[config.mk]
export PLATFORM = sky130hd
export DESIGN_NAME = pitch_sequenced_unit_framer_flat
export DESIGN_NICKNAME = d
export VERILOG_FILES = /design/src/rtl/pitch_sequenced_unit_framer_if.sv /design/src/rtl/pitch_sequenced_unit_framer.sv /design/src/flat_wrapper.sv
export SDC_FILE = /design/constraint.sdc
export NUM_CORES = 1
export LEC_CHECK = 0
export ABC_AREA = 1
export CAP_MARGIN = 10
export CELL_PAD_IN_SITES_DETAIL_PLACEMENT = 1
export CELL_PAD_IN_SITES_GLOBAL_PLACEMENT = 1
export CORE_MARGIN = 4
export CORE_UTILIZATION = 30
export DETAILED_ROUTE_END_ITERATION = 8
export GPL_ROUTABILITY_DRIVEN = 0
export HOLD_SLACK_MARGIN = 0.08
export PLACE_DENSITY_LB_ADDON = 0.1
export SLEW_MARGIN = 10
export SYNTH_ARGS = -nofsm -noshare
export SYNTH_HDL_FRONTEND = slang
export SYNTH_SLANG_ARGS = --single-unit
export TNS_END_PERCENT = 10
[constraint.sdc]
create_clock -name Clk40Derived2x1I0MHz -period 2.4 [get_ports Clk40Derived2x1I0MHz]
set_input_delay 0.48 -clock Clk40Derived2x1I0MHz [delete_from_list [all_inputs] [get_ports Clk40Derived2x1I0MHz]]
set_output_delay 0.48 -clock Clk40Derived2x1I0MHz [all_outputs]
set_load 0.01 [all_outputs]
[src/rtl/pitch_sequenced_unit_framer_if.sv]
`default_nettype none
// ============================================================================
// Module   : pitch_sequenced_unit_framer_if
// Purpose  : Byte-stream bundle between the UDP payload source, the sequenced
//            unit framer and the downstream BATS PITCH parser, plus the
//            framer's status outputs.
// Revision : 1.0 - initial release
// ============================================================================
interface pitch_sequenced_unit_framer_if #(
  parameter int CNT_W = 16
);
  // UDP payload side
  logic [7:0]       udp_data_in;
  logic             udp_data_valid_in;
  logic             udp_sop_in;
  logic             udp_ready_out;
  // Parser side
  logic [7:0]       bats_data_out;
  logic             bats_data_valid_out;
  logic             bats_sop_out;
  logic             parser_ready_in;
  // Status
  logic [31:0]      expected_seq_out;
  logic [CNT_W-1:0] gap_count_out;
  logic [CNT_W-1:0] dup_count_out;
  logic [CNT_W-1:0] malformed_count_out;
  logic             gap_pulse_out;

  // Environment side: drives the UDP stream and the parser ready.
  modport master (
    output udp_data_in, udp_data_valid_in, udp_sop_in, parser_ready_in,
    input  udp_ready_out, bats_data_out, bats_data_valid_out, bats_sop_out,
    input  expected_seq_out, gap_count_out, dup_count_out,
    input  malformed_count_out, gap_pulse_out
  );

  // Framer side.
  modport slave (
    input  udp_data_in, udp_data_valid_in, udp_sop_in, parser_ready_in,
    output udp_ready_out, bats_data_out, bats_data_valid_out, bats_sop_out,
    output expected_seq_out, gap_count_out, dup_count_out,
    output malformed_count_out, gap_pulse_out
  );
endinterface
`default_nettype wire

[src/rtl/pitch_sequenced_unit_framer.sv]
`default_nettype none
// ============================================================================
// Module   : pitch_sequenced_unit_framer
// Purpose  : Strips the 8-byte PITCH Sequenced Unit Header from UDP payloads,
//            filters on unit, tracks sequence continuity and forwards
//            in-sequence message bytes to the BATS PITCH parser.
// Revision : 1.0 - initial release
// ============================================================================
module pitch_sequenced_unit_framer #(
  parameter int UNIT_ID = 1,
  parameter int CNT_W   = 16
) (
  input  wire logic                    Clk40Derived2x1I0MHz,
  input  wire logic                    reset_n,
  pitch_sequenced_unit_framer_if.slave bus
);

  localparam logic [7:0]       c_unit_id = 8'(UNIT_ID);
  localparam logic [CNT_W-1:0] c_cnt_max = '1;
  localparam logic [15:0]      c_hdr_len = 16'd8;

  typedef enum logic [1:0] {
    S_IDLE    = 2'd0,
    S_HDR     = 2'd1,
    S_PAYLOAD = 2'd2,
    S_DROP    = 2'd3
  } state_t;

  state_t           r_state;
  state_t           w_next_state;

  logic [15:0]      r_byte_cnt;
  logic [15:0]      r_len;
  logic [7:0]       r_count;
  logic [7:0]       r_unit;
  logic [23:0]      r_seq_lo;      // sequence bytes 4..6; byte 7 is used live
  logic [31:0]      r_expected;
  logic             r_seq_known;
  logic             r_trail_armed; // last datagram ended exactly at its length
  logic             r_first;       // next forwarded byte carries sop

  logic [7:0]       r_out_data;
  logic             r_out_valid;
  logic             r_out_sop;
  logic             r_gap_pulse;
  logic [CNT_W-1:0] r_gap_cnt;
  logic [CNT_W-1:0] r_dup_cnt;
  logic [CNT_W-1:0] r_mal_cnt;

  logic             w_ready;
  logic             w_accept;
  logic             w_sop;
  logic [15:0]      w_cnt_inc;
  logic             w_done;
  logic [31:0]      w_seq_full;
  logic [31:0]      w_diff;
  logic             w_fwd;
  logic             w_take;
  logic             w_arm_trail;
  logic             w_clr_trail;
  logic             w_inc_mal;
  logic             w_inc_gap;
  logic             w_inc_dup;

  // Ready is held low while in reset so every output reads 0 during reset.
  assign w_ready    = reset_n && (!r_out_valid || bus.parser_ready_in);
  assign w_accept   = bus.udp_data_valid_in && w_ready;
  assign w_sop      = w_accept && bus.udp_sop_in;
  assign w_cnt_inc  = r_byte_cnt + 16'd1;
  assign w_done     = (w_cnt_inc == r_len);
  assign w_seq_full = {bus.udp_data_in, r_seq_lo};
  assign w_diff     = w_seq_full - r_expected;

  // Next-state decode and per-byte event strobes.
  always_comb begin
    w_next_state = r_state;
    w_fwd        = 1'b0;
    w_take       = 1'b0;
    w_arm_trail  = 1'b0;
    w_clr_trail  = 1'b0;
    w_inc_mal    = 1'b0;
    w_inc_gap    = 1'b0;
    w_inc_dup    = 1'b0;
    if (w_accept) begin
      if (bus.udp_sop_in) begin
        // A sop before the previous datagram completed means it was short.
        // A DROP with a sub-header length already counted as malformed.
        if (r_state == S_HDR || r_state == S_PAYLOAD ||
            (r_state == S_DROP && r_len >= c_hdr_len)) begin
          w_inc_mal = 1'b1;
        end
        w_clr_trail  = 1'b1;
        w_next_state = S_HDR;
      end else begin
        case (r_state)
          S_IDLE: begin
            if (r_trail_armed) begin
              w_inc_mal   = 1'b1;
              w_clr_trail = 1'b1;
            end
          end
          S_HDR: begin
            if (r_byte_cnt == 16'd7) begin
              if (r_len < c_hdr_len || (r_len == c_hdr_len && r_count != 8'd0)) begin
                w_inc_mal    = 1'b1;
                w_next_state = S_DROP;
                if (r_len == c_hdr_len) begin
                  w_next_state = S_IDLE;
                  w_arm_trail  = 1'b1;
                end
              end else if (r_unit != c_unit_id || r_count == 8'd0) begin
                w_next_state = w_done ? S_IDLE : S_DROP;
                w_arm_trail  = w_done;
              end else if (!r_seq_known || w_diff == 32'd0) begin
                w_take       = 1'b1;
                w_next_state = w_done ? S_IDLE : S_PAYLOAD;
                w_arm_trail  = w_done;
              end else if (!w_diff[31]) begin
                w_inc_gap    = 1'b1;
                w_take       = 1'b1;
                w_next_state = w_done ? S_IDLE : S_PAYLOAD;
                w_arm_trail  = w_done;
              end else begin
                w_inc_dup    = 1'b1;
                w_next_state = w_done ? S_IDLE : S_DROP;
                w_arm_trail  = w_done;
              end
            end
          end
          S_PAYLOAD: begin
            w_fwd = 1'b1;
            if (w_done) begin
              w_next_state = S_IDLE;
              w_arm_trail  = 1'b1;
            end
          end
          S_DROP: begin
            // A sub-header length can never be reached; wait for the next sop.
            if (r_len >= c_hdr_len && w_done) begin
              w_next_state = S_IDLE;
              w_arm_trail  = 1'b1;
            end
          end
          default: w_next_state = S_IDLE;
        endcase
      end
    end
  end

  // State register.
  always_ff @(posedge Clk40Derived2x1I0MHz or negedge reset_n) begin
    if (!reset_n) begin
      r_state <= S_IDLE;
    end else begin
      r_state <= w_next_state;
    end
  end

  // Byte counter and header field capture.
  always_ff @(posedge Clk40Derived2x1I0MHz or negedge reset_n) begin
    if (!reset_n) begin
      r_byte_cnt <= 16'd0;
      r_len      <= 16'd0;
      r_count    <= 8'd0;
      r_unit     <= 8'd0;
      r_seq_lo   <= 24'd0;
    end else if (w_accept) begin
      if (w_sop) begin
        r_byte_cnt <= 16'd1;
        r_len      <= {8'h00, bus.udp_data_in};
      end else if (r_state != S_IDLE) begin
        r_byte_cnt <= w_cnt_inc;
        if (r_state == S_HDR) begin
          case (r_byte_cnt)
            16'd1:   r_len[15:8]     <= bus.udp_data_in;
            16'd2:   r_count         <= bus.udp_data_in;
            16'd3:   r_unit          <= bus.udp_data_in;
            16'd4:   r_seq_lo[7:0]   <= bus.udp_data_in;
            16'd5:   r_seq_lo[15:8]  <= bus.udp_data_in;
            16'd6:   r_seq_lo[23:16] <= bus.udp_data_in;
            default: ;
          endcase
        end
      end
    end
  end

  // Sequence tracking, sop marker and trailing-byte detector.
  always_ff @(posedge Clk40Derived2x1I0MHz or negedge reset_n) begin
    if (!reset_n) begin
      r_expected    <= 32'd0;
      r_seq_known   <= 1'b0;
      r_first       <= 1'b0;
      r_trail_armed <= 1'b0;
    end else begin
      if (w_take) begin
        r_expected  <= w_seq_full + {24'd0, r_count};
        r_seq_known <= 1'b1;
        r_first     <= 1'b1;
      end else if (w_fwd) begin
        r_first <= 1'b0;
      end
      if (w_arm_trail) begin
        r_trail_armed <= 1'b1;
      end else if (w_clr_trail) begin
        r_trail_armed <= 1'b0;
      end
    end
  end

  // Registered output stage toward the parser; holds while the parser stalls.
  always_ff @(posedge Clk40Derived2x1I0MHz or negedge reset_n) begin
    if (!reset_n) begin
      r_out_data  <= 8'd0;
      r_out_valid <= 1'b0;
      r_out_sop   <= 1'b0;
    end else if (w_fwd) begin
      r_out_data  <= bus.udp_data_in;
      r_out_valid <= 1'b1;
      r_out_sop   <= r_first;
    end else if (bus.parser_ready_in) begin
      r_out_valid <= 1'b0;
      r_out_sop   <= 1'b0;
    end
  end

  // Saturating status counters and the gap strobe.
  always_ff @(posedge Clk40Derived2x1I0MHz or negedge reset_n) begin
    if (!reset_n) begin
      r_gap_pulse <= 1'b0;
      r_gap_cnt   <= '0;
      r_dup_cnt   <= '0;
      r_mal_cnt   <= '0;
    end else begin
      r_gap_pulse <= w_inc_gap;
      if (w_inc_gap && r_gap_cnt != c_cnt_max) r_gap_cnt <= r_gap_cnt + 1'b1;
      if (w_inc_dup && r_dup_cnt != c_cnt_max) r_dup_cnt <= r_dup_cnt + 1'b1;
      if (w_inc_mal && r_mal_cnt != c_cnt_max) r_mal_cnt <= r_mal_cnt + 1'b1;
    end
  end

  assign bus.udp_ready_out       = w_ready;
  assign bus.bats_data_out       = r_out_data;
  assign bus.bats_data_valid_out = r_out_valid;
  assign bus.bats_sop_out        = r_out_sop;
  assign bus.expected_seq_out    = r_expected;
  assign bus.gap_count_out       = r_gap_cnt;
  assign bus.dup_count_out       = r_dup_cnt;
  assign bus.malformed_count_out = r_mal_cnt;
  assign bus.gap_pulse_out       = r_gap_pulse;

endmodule
`default_nettype wire

[src/flat_wrapper.sv]
// flat-port wrapper written by rule: the top's interface ports become plain ports
module pitch_sequenced_unit_framer_flat 
#(
  parameter int UNIT_ID = 1,
  parameter int CNT_W   = 16
)
  (Clk40Derived2x1I0MHz, reset_n, bus_udp_data_in, bus_udp_data_valid_in, bus_udp_sop_in, bus_parser_ready_in, bus_udp_ready_out, bus_bats_data_out, bus_bats_data_valid_out, bus_bats_sop_out, bus_expected_seq_out, bus_gap_count_out, bus_dup_count_out, bus_malformed_count_out, bus_gap_pulse_out);
  pitch_sequenced_unit_framer_if #(.CNT_W(CNT_W)) bus_i ();
  input  wire logic Clk40Derived2x1I0MHz;
  input  wire logic reset_n;
  input wire logic [$bits(bus_i.udp_data_in)-1:0] bus_udp_data_in;
  input wire logic [$bits(bus_i.udp_data_valid_in)-1:0] bus_udp_data_valid_in;
  input wire logic [$bits(bus_i.udp_sop_in)-1:0] bus_udp_sop_in;
  input wire logic [$bits(bus_i.parser_ready_in)-1:0] bus_parser_ready_in;
  output wire logic [$bits(bus_i.udp_ready_out)-1:0] bus_udp_ready_out;
  output wire logic [$bits(bus_i.bats_data_out)-1:0] bus_bats_data_out;
  output wire logic [$bits(bus_i.bats_data_valid_out)-1:0] bus_bats_data_valid_out;
  output wire logic [$bits(bus_i.bats_sop_out)-1:0] bus_bats_sop_out;
  output wire logic [$bits(bus_i.expected_seq_out)-1:0] bus_expected_seq_out;
  output wire logic [$bits(bus_i.gap_count_out)-1:0] bus_gap_count_out;
  output wire logic [$bits(bus_i.dup_count_out)-1:0] bus_dup_count_out;
  output wire logic [$bits(bus_i.malformed_count_out)-1:0] bus_malformed_count_out;
  output wire logic [$bits(bus_i.gap_pulse_out)-1:0] bus_gap_pulse_out;
  assign bus_i.udp_data_in = bus_udp_data_in;
  assign bus_i.udp_data_valid_in = bus_udp_data_valid_in;
  assign bus_i.udp_sop_in = bus_udp_sop_in;
  assign bus_i.parser_ready_in = bus_parser_ready_in;
  assign bus_udp_ready_out = bus_i.udp_ready_out;
  assign bus_bats_data_out = bus_i.bats_data_out;
  assign bus_bats_data_valid_out = bus_i.bats_data_valid_out;
  assign bus_bats_sop_out = bus_i.bats_sop_out;
  assign bus_expected_seq_out = bus_i.expected_seq_out;
  assign bus_gap_count_out = bus_i.gap_count_out;
  assign bus_dup_count_out = bus_i.dup_count_out;
  assign bus_malformed_count_out = bus_i.malformed_count_out;
  assign bus_gap_pulse_out = bus_i.gap_pulse_out;
  pitch_sequenced_unit_framer #(.UNIT_ID(UNIT_ID), .CNT_W(CNT_W)) u_core (.Clk40Derived2x1I0MHz(Clk40Derived2x1I0MHz), .reset_n(reset_n), .bus(bus_i));
endmodule
# After elaboration in Yosys (flattened, before gate mapping)
# Cells that the tools add are included.
[word_totals]
in_bits = 13
wordCells = 155
romBits = 0
mem_count = 0
mem_bits_rw = 0
latch_bits = 0
output_inout_bits = 92
register_bits = 168
[classes]
multipliers = 0
n_shift = 0
n_eq_ne = 19
n_lt_le_gt_ge = 2
n_div = 0
bitwise = 1
n_mux = 69
addsub = 6
reduce_logical = 38
[op_table]
columns = ["op", "n"]
rows = [
  ["16-bit by 1-bit adder with 16-bit output, second input constant", 4],
  ["16-bit by 3-bit equality test with 1-bit output, second input constant", 4],
  ["1-bit two-way mux", 49],
  ["16-bit inequality test, second input constant", 3],
  ["32-bit by 8-bit adder with 32-bit output", 1],
  ["16-bit by 2-bit equality test with 1-bit output, second input constant", 2],
  ["32-bit zero test", 1],
  ["16-bit two-way mux", 2],
  ["8-bit two-way mux", 4],
  ["32-bit subtractor", 1],
  ["5-bit AND reduction", 6],
  ["2-bit two-way mux", 11],
  ["16-bit by 1-bit equality test with 1-bit output, second input constant", 1],
  ["16-bit equality test", 1],
  ["16-bit by 4-bit equality test with 1-bit output, second input constant", 1],
  ["16-bit by 4-bit greater-or-equal comparator with 1-bit output, second input constant", 1],
  ["16-bit by 4-bit less-than comparator with 1-bit output, second input constant", 1],
  ["2-bit nonzero test", 7],
  ["1-bit logical AND", 9],
  ["8-bit zero test", 1],
  ["8-bit by 1-bit inequality test with 1-bit output, second input constant", 1],
  ["8-bit nonzero test", 1],
  ["1-bit logical OR", 6],
  ["3-bit by 2-bit inequality test with 1-bit output, second input constant", 2],
  ["other kinds (12)", 15],
]

# Longest topological paths before layout
# Gate-level depths: netlist of the first run.
[logic_depth]
ltp_word = 11
depth_mapped = 24

# Worst setup path before layout of the first run
# No wires, ideal clock.
[synth_timing]
path_type = "register -> register"
start = "register u_core.r_expected[0] (netlist: u_core.bus.expected_seq_out[0])"
end = "register u_core.r_gap_cnt[13] (netlist: u_core.bus.gap_count_out[13])"
arrival_time_ns = 2.465
stages_incl_launch_ff = 21
period_less_slack_ns = 2.578
slack_ns = -0.178
n_path_buf = 0
setup_time_ns = 0.113
cell_sequence = "dfrtp_1 > ha_1 > fa_1 > inv_1 > nand3_1 > nand3_1 > nand3_1 > nand3_1 > nand2_1 > nand2_1 > nand2_1 > nand2_1 > nor2_1 > nand2_2 > nor2_1 > nand3_2 > nand4_4 > nor2_4 > nand3_1 > nand2_1 > inv_1"
[synth_between]
elab_chain_len = 11
word_cells_on_any_way = 12
classes_between = "1 x add/sub; 8 x mux; 3 x reduce/logical"
[synth_rtl]
columns = ["element", "line", "source"]
rows = [
  ["from (decl)", "pitch_sequenced_unit_framer.sv:37", "logic [31:0] r_expected;"],
  ["from (signal assigned)", "pitch_sequenced_unit_framer.sv:197", "r_expected <= w_seq_full + {24'd0, r_count};"],
  ["32-bit subtractor (*)", "pitch_sequenced_unit_framer.sv:72", "assign w_diff = w_seq_full - r_expected;"],
  ["32-bit zero test", "pitch_sequenced_unit_framer.sv:114", "end else if (!r_seq_known || w_diff == 32'd0) begin"],
  ["1-bit logical OR", "pitch_sequenced_unit_framer.sv:114", ""],
  ["1-bit two-way mux (*)", "pitch_sequenced_unit_framer.sv:114", ""],
  ["1-bit two-way mux (*)", "pitch_sequenced_unit_framer.sv:111", "end else if (r_unit != c_unit_id || r_count == 8'd0) begin"],
  ["1-bit two-way mux (*)", "pitch_sequenced_unit_framer.sv:104", "if (r_len < c_hdr_len || (r_len == c_hdr_len && r_count != 8'd0)) begin"],
  ["1-bit two-way mux (*)", "pitch_sequenced_unit_framer.sv:103", "if (r_byte_cnt == 16'd7) begin"],
  ["1-bit two-way mux (*)", "pitch_sequenced_unit_framer.sv:95", "case (r_state)"],
  ["1-bit two-way mux (*)", "pitch_sequenced_unit_framer.sv:85", "if (bus.udp_sop_in) begin"],
  ["1-bit two-way mux (*)", "pitch_sequenced_unit_framer.sv:84", "if (w_accept) begin"],
  ["1-bit logical AND (*)", "pitch_sequenced_unit_framer.sv:236", "if (w_inc_gap && r_gap_cnt != c_cnt_max) r_gap_cnt <= r_gap_cnt + 1'b1;"],
  ["to (signal assigned)", "pitch_sequenced_unit_framer.sv:236", ""],
  ["to (decl)", "pitch_sequenced_unit_framer.sv:46", "logic [CNT_W-1:0] r_gap_cnt;"],
]
# Every way passes the cells marked *; elsewhere a longest branch is shown, timed or not.
# A chain may end at the register's enable or synchronous reset.

# Worst setup path in the final report of the first run
[layout_timing]
start = "register u_core.r_seq_lo[0]"
end = "register u_core.r_gap_cnt[15] (netlist: u_core.bus.gap_count_out[15])"
[layout_between]
elab_chain_len = 11
word_cells_on_any_way = 12
classes_between = "1 x add/sub; 8 x mux; 3 x reduce/logical"
[layout_rtl]
columns = ["element", "line", "source"]
rows = [
  ["from (decl)", "pitch_sequenced_unit_framer.sv:36", "logic [23:0] r_seq_lo;"],
  ["from (signal assigned)", "pitch_sequenced_unit_framer.sv:178", "16'd4: r_seq_lo[7:0] <= bus.udp_data_in;"],
  ["32-bit subtractor (*)", "pitch_sequenced_unit_framer.sv:72", ""],
  ["32-bit zero test", "pitch_sequenced_unit_framer.sv:114", ""],
  ["1-bit logical OR", "pitch_sequenced_unit_framer.sv:114", ""],
  ["1-bit two-way mux (*)", "pitch_sequenced_unit_framer.sv:114", ""],
  ["1-bit two-way mux (*)", "pitch_sequenced_unit_framer.sv:111", ""],
  ["1-bit two-way mux (*)", "pitch_sequenced_unit_framer.sv:104", ""],
  ["1-bit two-way mux (*)", "pitch_sequenced_unit_framer.sv:103", ""],
  ["1-bit two-way mux (*)", "pitch_sequenced_unit_framer.sv:95", ""],
  ["1-bit two-way mux (*)", "pitch_sequenced_unit_framer.sv:85", ""],
  ["1-bit two-way mux (*)", "pitch_sequenced_unit_framer.sv:84", ""],
  ["1-bit logical AND (*)", "pitch_sequenced_unit_framer.sv:236", ""],
]
# Marked as above.

==> results of run 1 <==
-- state kept, by name, summed over array words and instances, names as in the netlist --
register	cells
u_core.r_seq_known	1
u_core.r_seq_lo	24
u_core.r_trail_armed	1
u_core.bus.expected_seq_out	32
u_core.r_unit	8
u_core.bus.dup_count_out	16
u_core.bus.gap_count_out	16
u_core.r_state	2
u_core.r_byte_cnt	16
u_core.r_first	1
u_core.r_count	8
u_core.bus.bats_data_out	8
u_core.bus.bats_sop_out	1
u_core.bus.gap_pulse_out	1
u_core.r_len	16
u_core.bus.malformed_count_out	16
u_core.bus.bats_data_valid_out	1
-- area by class of cell --
class                      count  share of cell area
timing repair buffer         373              0.1887
inverter                     306             0.06976
multi-input combinational   1149              0.4145
sequential                   168              0.2550
clock buffer                  19             0.02621
tap                          511             0.03870
clock inverter                13            0.007044
-- routing by layer --
| layer | share of wire | GRT usage |
|---|---|---|
| met5 | 0 | 0 |
| met4 | 0.015 | 0.04642 |
| met3 | 0.013 | 0.02158 |
| met2 | 0.49 | 0.3442 |
| met1 | 0.48 | 0.2689 |
-- cells by family (layout without fill, tap and decap cells) --
group                      Yosys count  in the layout
AOI/OAI and AO/OA                  163            163
xor gates and xnor gates            89             89
adders and majority gates           53             53
buffers and inverters              323            711
DFF                                168            168
muxes                                2              2
and+or+nand+nor                    841            842
-- Yosys cell counts (2+ instances only) --
| cell | instances |
|---|---|
| or2_2 | 5 |
| nand3_1 | 93 |
| nand4_1 | 35 |
| nand2_1 | 482 |
| inv_1 | 293 |
| nor3_2 | 4 |
| nor2_2 | 14 |
| nand2_2 | 14 |
| nor3_4 | 4 |
| clkinv_1 | 2 |
| fa_1 | 2 |
| nor4_1 | 10 |
| nor4_2 | 3 |
| nand3_2 | 4 |
| inv_2 | 10 |
| nor2_4 | 7 |
| ha_1 | 51 |
| nand3b_1 | 5 |
| o21ai_1 | 6 |
| nor2_1 | 127 |
| and2_1 | 5 |
| buf_2 | 6 |
| dfrtp_1 | 168 |
| clkbuf_1 | 11 |
| nor3_1 | 23 |
| o21ai_0 | 98 |
| xnor2_1 | 26 |
| o22ai_1 | 19 |
| and3_1 | 2 |
| a21oi_1 | 31 |
| o21bai_1 | 2 |
| xor2_1 | 62 |
-- worst max-delay path: cells and delay by family (launching register included) --
family                   cells  cell delay [ns]
flip-flops                   1             0.43
AO/OA/AOI/OAI                1             0.15
AND/OR/NAND/NOR             14             1.20
adder cells (fa/ha/maj)      2             0.58
buffers and inverters        3             0.33
-- metrics by stage --
stage / util / hold WS [ns] / area [sq um] / power (mW)
floorplan: - / 0.1844 / 11550 / 6.273
global placement: 0.4027 / 0.4676 / 15200 / 8.545
detailed placement: 0.4027 / 0.4840 / 15200 / 8.664
CTS: 0.4298 / 0.08854 / 16230 / 11.71
global route: 0.4375 / 0.1211 / 16520 / 12.82
finish: 0.4375 / 0.09847 / 16520 / 11.83
-- repair_timing --
item,in CTS,in global routing
gates cloned,1,0
endpoints found under the setup margin,71,84
buffers inserted,4,2
gates resized for setup,81,77
pin swaps,19,26
-- power by group --
group	internal (mW)	switching [mW]
combinational	2.41	3.06
clock	1.36	1.31
sequential	3.26	0.434
-- path summary, 6_finish.rpt --
| kind | slack [ns] | cells past startpoint | startpoint | to |
|---|---|---|---|---|
| max | -0.38 | 20 | u_core.r_seq_lo[0] | u_core.bus.gap_count_out[15] |
| min | 0.1 | 2 | reset_n | u_core.bus.bats_data_valid_out |
| max reg2reg | -0.38 | 20 | u_core.r_seq_lo[0] | u_core.bus.gap_count_out[15] |
| min reg2reg | 0.49 | 2 | u_core.bus.bats_data_out[7] | u_core.bus.bats_data_out[7] |
| max in group asynchronous | 1.16 | 3 | reset_n | u_core.r_seq_lo[17] |
| min in group Clk40Derived2x1I0MHz | 0.49 | 2 | u_core.bus.bats_data_out[7] | u_core.bus.bats_data_out[7] |
-- cell usage in the layout (no fill, tap or decap), drive strengths merged, types with 51 or more instances in the layout --
cell type,n
xor2,63
o21ai,105
nand2,496
ha,51
clkdlybuf4s50,99
nor2,148
nand3,97
dfrtp,168
inv,309
buf,270
==> results.cfg, run 1 <==
[outcome]
status = finished with violations
failed_checks = setup timing

[global_routing]
grt_pass1_vias = 12260
grt_pass1_wl_um = 66010
grt-ovfl-total = 0
grt_max_degree = 130
grt.total_usage = 0.1990
antenna_found_initial = 0

[setup_path]
crit_path_top_delay_cell = dfrtp_1
crit_required_ns = 2.74
crit_chain = inv_1 > ha_2 > fa_2 > inv_4 > nand3_4 > nand3_4 > nand2_4 > a21oi_4 > nor2_1 > nand2_1 > nand2_1 > nor2_1 > nand2_1 > nor2_2 > nand3_4 > buf_4 > nand3_1 > nor3_2 > nand3_1 > nand2_1
cp_common_cell = nand2_1
crit_fanout = 4
arrival_ns = 3.12
cp-end-kind = flip-flop
crit_type = reg2reg
worstSetupStartpointType = flip-flop
critPathMaxStageDelay_ns = 0.43

[floorplanning]
die_x_um = 204.0
pin_count = 105
initial_core_util = 0.3054
die_area_sq_mm = 0.04163
design.core.area_sq_mm = 0.03776
rows = 71
die_y_um = 204.0

[clock_network]
cts_hold_buf = 0
numCtsBuffers = 17
path_clk_slew_ns = 0.07
cts-root-buf = clkbuf_16
cts.sinks = 168
cts_tree = built
clock_latency_ns = 0.45
cts_buffer_depth = 2
cts_max_level = 4

[timing]
fin_crit_ns = 2.780
min_period_over_period = 1.159
relSlewSlack = 0.4955
setup_viol = 67
layout_setup_ws_ns = -0.3804
hold_violations = 0
skew_ns = 0.01306
fmax_ghz = 0.3597
tightest_slew_ns = 0.7568
setup-tns-final_ns = -12.57
report.final.slew_viol_count = 0
rsz0062_at_grt = true

[yosys]
synth_xor_area_frac = 0.06827
synth_edf_count = 0
ys_ff_latch = 168
synth_top_family_by_area = simple AND/OR/NAND/NOR gates
syn-cell-area_sq_mm = 0.01153
ys_seq_area_frac = 0.3647
syn_inst = 1639
postSynthAreaPerCell_sq_um = 7.034
yosys.area_share.simple = 0.3255
synth_fa_ha_area_frac = 0.05882
syn-num-nets = 1705
async_flop_share = 1.000
ys_types = 47
ys_warn_count = 0
synth_top_area_cell = dfrtp_1
synth-main-ff-cell = dfrtp_1
synth_top_area_share = 0.3647
synth.area.mux_share = 0.001845
synth.area.top_cells = dfrtp_1 (36%), nand2_1 (16%), inv_1 (9.5%)
synth-compound-area-share = 0.07499

[layout]
areaGrowthSynthToFinish_pct = 43.29
multi_input_area_sq_mm = 0.006848
drive_above_1_share = 0.2392
final_cells = 2539
regArea_sq_mm = 0.004213
antenna_cells = 0
nets = 2081
fill_cells = 4693

[pwr]
vdd_drop_max_v = 0.0004832
p_per_area_mw_per_mm2 = 716.4
leakage_nw = 8.274

[drt]
routed_wl_um = 40500
via_count = 11510
avgViaCountPerCell = 4.533
first_iter_violations = 508
dr.pass1.iters = 5
drc_errors = 0
wl_per_cell_um = 15.95
postRouteAntennaNets = 0

[placement]
place_inst = 2502
dp_hpwl_um = 32490
port_buffers = 104
pre_cts_ws_ns = -0.9796

[hold_path]
worstHoldPathType = in2async

[run]
max_cap_violations = 0
Power figures use the tool's default switching activity.
==> run 2, diff against run 1 <==
CORE_MARGIN = not set   (was 4)
==> run 2 against run 1 <==
Against the previous run: power grew 5.2%; the flow still finishes with violations (setup timing); global-route usage increased by 1.5 points; die area shrank 5.8%; routed wire length grew 0.73%; setup slack got worse by 0.0063 ns; final cell count is 1.1% higher; largest power group unchanged; cell area up 2.7%; combinational power grew 9.0%; core utilization grew 1.2 points; critical path depth decreased by 1.
==> results.cfg, run 2 (same netlist as run 1, synthesis figures left out) <==
[outcome]
status = finished with violations
failed_checks = setup timing

[floorplanning]
design.core.area_sq_mm = 0.03776
pin_count = 105
initial_core_util = 0.3054
die_x_um = 198.0
die_area_sq_mm = 0.03922
die_y_um = 198.0
rows = 71

[placement]
dp_hpwl_um = 32640
port_buffers = 104
pre_cts_ws_ns = -1.014

[pwr]
p_clk_frac = 0.228
p_int_mw = 7.319
p_sw_mw = 5.126
combPwrFrac = 0.478
leakage_nw = 8.475
switching_share = 0.4119
p_per_area_mw_per_mm2 = 733.2
vdd_drop_max_v = 0.0005019
power_frac_seq = 0.294

[layout]
final_cell_mix = nand2_1 (460), inv_1 (288), buf_4 (283), dfrtp_1 (162), clkdlybuf4s50_1 (99)
regArea_sq_mm = 0.004212
layout_commonest_cell = nand2_1
drive_above_1_share = 0.2630
areaGrowthSynthToFinish_pct = 47.22
nets = 2110
largest_register_ffs = 32
fill_cells = 4690
multi_input_area_sq_mm = 0.006978
antenna_cells = 0

[timing]
layout_setup_ws_ns = -0.3867
relSlewSlack = 0.3599
tightest_slew_ns = 0.9601
setup-tns-final_ns = -18.73
report.final.slew_viol_count = 0
hold_violations = 0
skew_ns = 0.01918
setup_viol = 69
fmax_ghz = 0.3588
fin_crit_ns = 2.787
min_period_over_period = 1.161
rsz0062_at_grt = true

[global_routing]
antenna_found_initial = 0
grt_max_degree = 71
grt_pass1_vias = 12210
grt.total_usage = 0.2141
grt-ovfl-total = 0
grt_pass1_wl_um = 65070

[hold_path]
worstHoldPathType = reg2reg

[clock_network]
cts_tree = built
cts_buffer_depth = 2
cts.sinks = 168
path_clk_slew_ns = 0.08
cts-root-buf = clkbuf_16
clock_latency_ns = 0.45
cts_max_level = 4
numCtsBuffers = 17

[drt]
avgViaCountPerCell = 4.535
first_iter_violations = 519
postRouteAntennaNets = 0
wl_per_cell_um = 15.88
drc_errors = 0
routed_wl_um = 40790
via_count = 11650
dr.pass1.iters = 5

[run]
max_cap_violations = 0

[setup_path]
crit_required_ns = 2.75
worstSetupStartpointType = flip-flop
arrival_ns = 3.13
crit_fanout = 4
crit_type = reg2reg
cp-end-kind = flip-flop
## run 2: cell count changes in the layout (fill, tap and decap cells not counted), sizes merged
cell and change:
inv +2, buf +29, clkinv -2, clkinvlp +2, dlygate4sd3 +1, nand4 -1
clkbuf -2
## run 2: repair_timing
action                                  CTS  global route
buffers inserted                         10             5
hold buffers                              1             0
endpoints found under the setup margin   71            78
hold endpoints to repair                 30             0
gates resized for setup                  90           118
pin swaps                                33            49
## run 2: stage by stage
step                hold WS [ns]  power, mW    util  cells  cell area [sq um]
floorplan                 0.1844      6.273       -   1639              11550
global placement          0.4660      8.704  0.4066   2522              15350
detailed placement        0.4747      8.830  0.4066   2522              15350
CTS                       0.4936      12.18  0.4355   2563              16440
global route              0.5225      13.30  0.4495   2568              16970
finish                    0.4911      12.44  0.4495   2568              16970
## run 2: path summary, 6_finish.rpt
| check | from | endpoint | slack [ns] | cells after the start |
|---|---|---|---|---|
| min in group asynchronous | reset_n | u_core.bus.bats_data_valid_out | 0.57 | 3 |
| max reg2reg | u_core.r_seq_lo[0] | u_core.bus.gap_count_out[13] | -0.39 | 19 |
| max in group asynchronous | reset_n | u_core.r_seq_lo[22] | 0.45 | 4 |
| min reg2reg | u_core.bus.bats_data_out[7] | u_core.bus.bats_data_out[7] | 0.49 | 2 |
| max | u_core.r_seq_lo[0] | u_core.bus.gap_count_out[13] | -0.39 | 19 |
| min | u_core.bus.bats_data_out[7] | u_core.bus.bats_data_out[7] | 0.49 | 2 |
## run 2: area by class of cell
| type | count | share of cell area |
|---|---|---|
| Multi-Input combinational cell | 1148 | 0.4111 |
| Sequential cell | 168 | 0.2481 |
| Timing Repair Buffer | 403 | 0.1994 |
| Inverter | 306 | 0.06841 |
| Tap cell | 511 | 0.03767 |
| Clock buffer | 17 | 0.02506 |
| Clock inverter | 15 | 0.01017 |
## run 2: critical path: stages, from the launching register on
cell	delay (ns)
dfrtp_1	0.40
inv_2	0.06
ha_4	0.16
fa_2	0.38
inv_4	0.09
buf_4	0.10
buf_4	0.09
o211ai_1	0.09
nor2_1	0.12
and3_1	0.18
nand3_2	0.10
nor3_4	0.31
nand3_4	0.12
buf_4	0.16
nand3_2	0.07
nor2_2	0.06
nand3_1	0.06
nand2_1	0.05
nand2_1	0.05
inv_1	0.03
## run 2: power groups by stage
stage               logic (mW)  clock network, mW  registers [mW]
floorplan                 2.60                  0            3.67
global placement          5.04                  0            3.66
detailed placement        5.16                  0            3.67
CTS                       5.62               2.93            3.64
global route              6.58               3.02            3.71
finish                    5.95               2.84            3.65
## run 2: routing by layer
layer / wire (um) / global-route usage / part of all wire
met1: 19390 / 0.2855 / 0.48
met2: 20350 / 0.3712 / 0.50
met4: 435 / 0.04680 / 0.011
met3: 618 / 0.02282 / 0.015
met5: 0 / 0 / 0
==> run 3, diff against run 2 <==
CORE_MARGIN = 2   (was not set)
==> run 3 against run 2 <==
Against the previous run: the flow still finishes with violations (setup timing); via count up 0.34%; sequential share of layout area up 0.23 points; combinational power down 5.0%; clock-buffer cell count up 4; flip-flop and latch count unchanged; first-iteration DRC count down 3.7%; largest power group unchanged; register-to-register slack worse by 0.03 ns.
==> results.cfg, run 3 (same netlist as run 1, synthesis figures left out) <==
[placement]
place_inst = 2525
place_area_sq_mm = 0.01540
dp_hpwl_um = 32760
pre_cts_ws_ns = -0.9511
port_buffers = 104

[global_routing]
grt.total_usage = 0.2160
grt_pass1_vias = 12600
use_met2 = 0.3754
antenna_found_initial = 0
busiest_layer = met2
grt_pass1_wl_um = 66590
grt_max_degree = 111
use_met3 = 0.02772
grt-ovfl-total = 0
grt_use_met1 = 0.2854

[floorplanning]
initial_core_util = 0.3054
rows = 71
pin_count = 105
die_y_um = 200.0
die_area_sq_mm = 0.04001
design.core.area_sq_mm = 0.03776
die_x_um = 200.0

[drt]
drc_errors = 0
avgViaCountPerCell = 4.560
via_count = 11690
postRouteAntennaNets = 0
first_iter_violations = 500
dr.pass1.iters = 4
routed_wl_um = 40840
wl_per_cell_um = 15.93

[layout]
final_area_sq_mm = 0.01680
antenna_cells = 0
layout_commonest_cell = nand2_1
final_cells = 2563
areaGrowthSynthToFinish_pct = 45.71
drive_above_1_share = 0.2519
largest_register_ffs = 32
utilization = 0.4449
final_cell_mix = nand2_1 (461), inv_1 (287), buf_4 (283), dfrtp_1 (165), nor2_1 (100)
fill_cells = 4690
nets = 2106

[timing]
hold_violations = 0
rsz0062_at_grt = true
fin_crit_ns = 2.813
holdWs_ns = 0.1851
layout_setup_ws_ns = -0.4131
fmax_ghz = 0.3555
min_period_over_period = 1.172
skew_ns = 0.01160
setup_viol = 69
setup-tns-final_ns = -12.49
relSlewSlack = 0.4610
tightest_slew_ns = 0.8085
report.final.slew_viol_count = 0

[clock_network]
cts-root-buf = clkbuf_16
cts.sinks = 168
clock_latency_ns = 0.46
path_clk_slew_ns = 0.07
cts_buffer_depth = 2
cts_tree = built
cts_max_level = 4
numCtsBuffers = 17

[setup_path]
crit_fanout = 6
ff2ff_path_depth = 20
critPathTopFamily = simple AND/OR/NAND/NOR gates
critPathMaxStageDelay_ns = 0.41
crit_chain = inv_1 > ha_2 > fa_2 > inv_2 > nand3_2 > nand3_4 > nand2_4 > nand2_4 > xor2_1 > nor2_1 > nand2_1 > nor3_2 > buf_4 > nand3_4 > nand4_4 > buf_12 > nor2_4 > nand2_1 > nand2_1 > nand2_1
crit_path_top_delay_cell = fa_2
reg2reg_to = u_core.bus.gap_count_out[8]
crit_buf_inv = 4
worstSetupStartpointType = flip-flop
crit_type = reg2reg
crit_required_ns = 2.76
timing.rr.start = u_core.r_seq_lo[0]
arrival_ns = 3.17
r2r_setup_slack_ns = -0.41
cp-end-kind = flip-flop
cp_common_cell = nand2_1

[pwr]
p_clk_frac = 0.244
p_sw_mw = 4.780
power_frac_seq = 0.297
p_int_mw = 7.555
finalPower_mw = 12.33
p_per_area_mw_per_mm2 = 734.3
switching_share = 0.3875
leakage_nw = 8.453
combPwrFrac = 0.458
vdd_drop_max_v = 0.0005510

[outcome]
failed_checks = setup timing
status = finished with violations

[hold_path]
worstHoldPathType = in2async

[run]
max_cap_violations = 0
==> run 3: cell types whose count changed in the layout (fill, tap and decap cells not counted), sizes merged <==
cell and change:
dlygate4sd3 -1, bufinv +4, clkbuf +4, buf -3, inv -6, clkinvlp -3
==> run 3: power by group through the flow <==
stage | Clock (mW) | Combinational (mW) | Sequential, mW
floorplan | 0 | 2.60 | 3.67
global placement | 0 | 5.06 | 3.66
detailed placement | 0 | 5.17 | 3.68
CTS | 3.10 | 5.53 | 3.66
global route | 3.20 | 6.34 | 3.72
finish | 3.02 | 5.65 | 3.67
==> run 3: how the worst max path moves through the flow <==
stage / end / slack, ns / from / cells after the start
detailed placement: u_core.bus.gap_count_out[6] / -0.95 / bus_udp_data_in[1] / 19
CTS: u_core.bus.expected_seq_out[30] / -0.43 / u_core.r_seq_lo[0] / 16
global placement: u_core.bus.gap_count_out[6] / -0.86 / bus_udp_data_in[2] / 19
finish: u_core.bus.gap_count_out[8] / -0.41 / u_core.r_seq_lo[0] / 20
global route: u_core.bus.gap_count_out[14] / -0.60 / u_core.r_seq_lo[0] / 20
floorplan: u_core.bus.expected_seq_out[28] / -0.14 / u_core.r_seq_lo[0] / 14
==> run 3: timing repair <==
action / in CTS / in global routing
setup endpoints to repair: 71 / 80
buffers inserted: 7 / 1
resized for setup: 119 / 51
pin swaps: 26 / 28
hold buffers: 0 / 0
==> run 3: final cells by class <==
cell class / instances / area, sq um / share of cell area
clock buffer: 21 / 450.4 / 0.02681
inverter: 306 / 1156 / 0.06882
multi-input combinational: 1148 / 6827 / 0.4064
clock inverter: 10 / 168.9 / 0.01006
tap: 511 / 639.4 / 0.03806
sequential: 168 / 4208 / 0.2505
timing repair buffer: 399 / 3349 / 0.1994
==> run 3: per-layer routing <==
| metal | vias up | routed length (um) |
|---|---|---|
| met2 | 84 | 20320 |
| li1 | 5924 | - |
| met4 | 0 | 489 |
| met3 | 34 | 764 |
| met5 | - | 0 |
| met1 | 5644 | 19270 |
==> run 3: worst register-to-register path: stages, from the launching register on <==
cell	delay [ns]
dfrtp_1	0.39
inv_1	0.07
ha_2	0.20
fa_2	0.41
inv_2	0.10
nand3_2	0.08
nand3_4	0.11
nand2_4	0.08
nand2_4	0.10
xor2_1	0.14
nor2_1	0.06
nand2_1	0.07
nor3_2	0.05
buf_4	0.15
nand3_4	0.10
nand4_4	0.14
buf_12	0.19
nor2_4	0.10
nand2_1	0.07
nand2_1	0.06
nand2_1	0.05
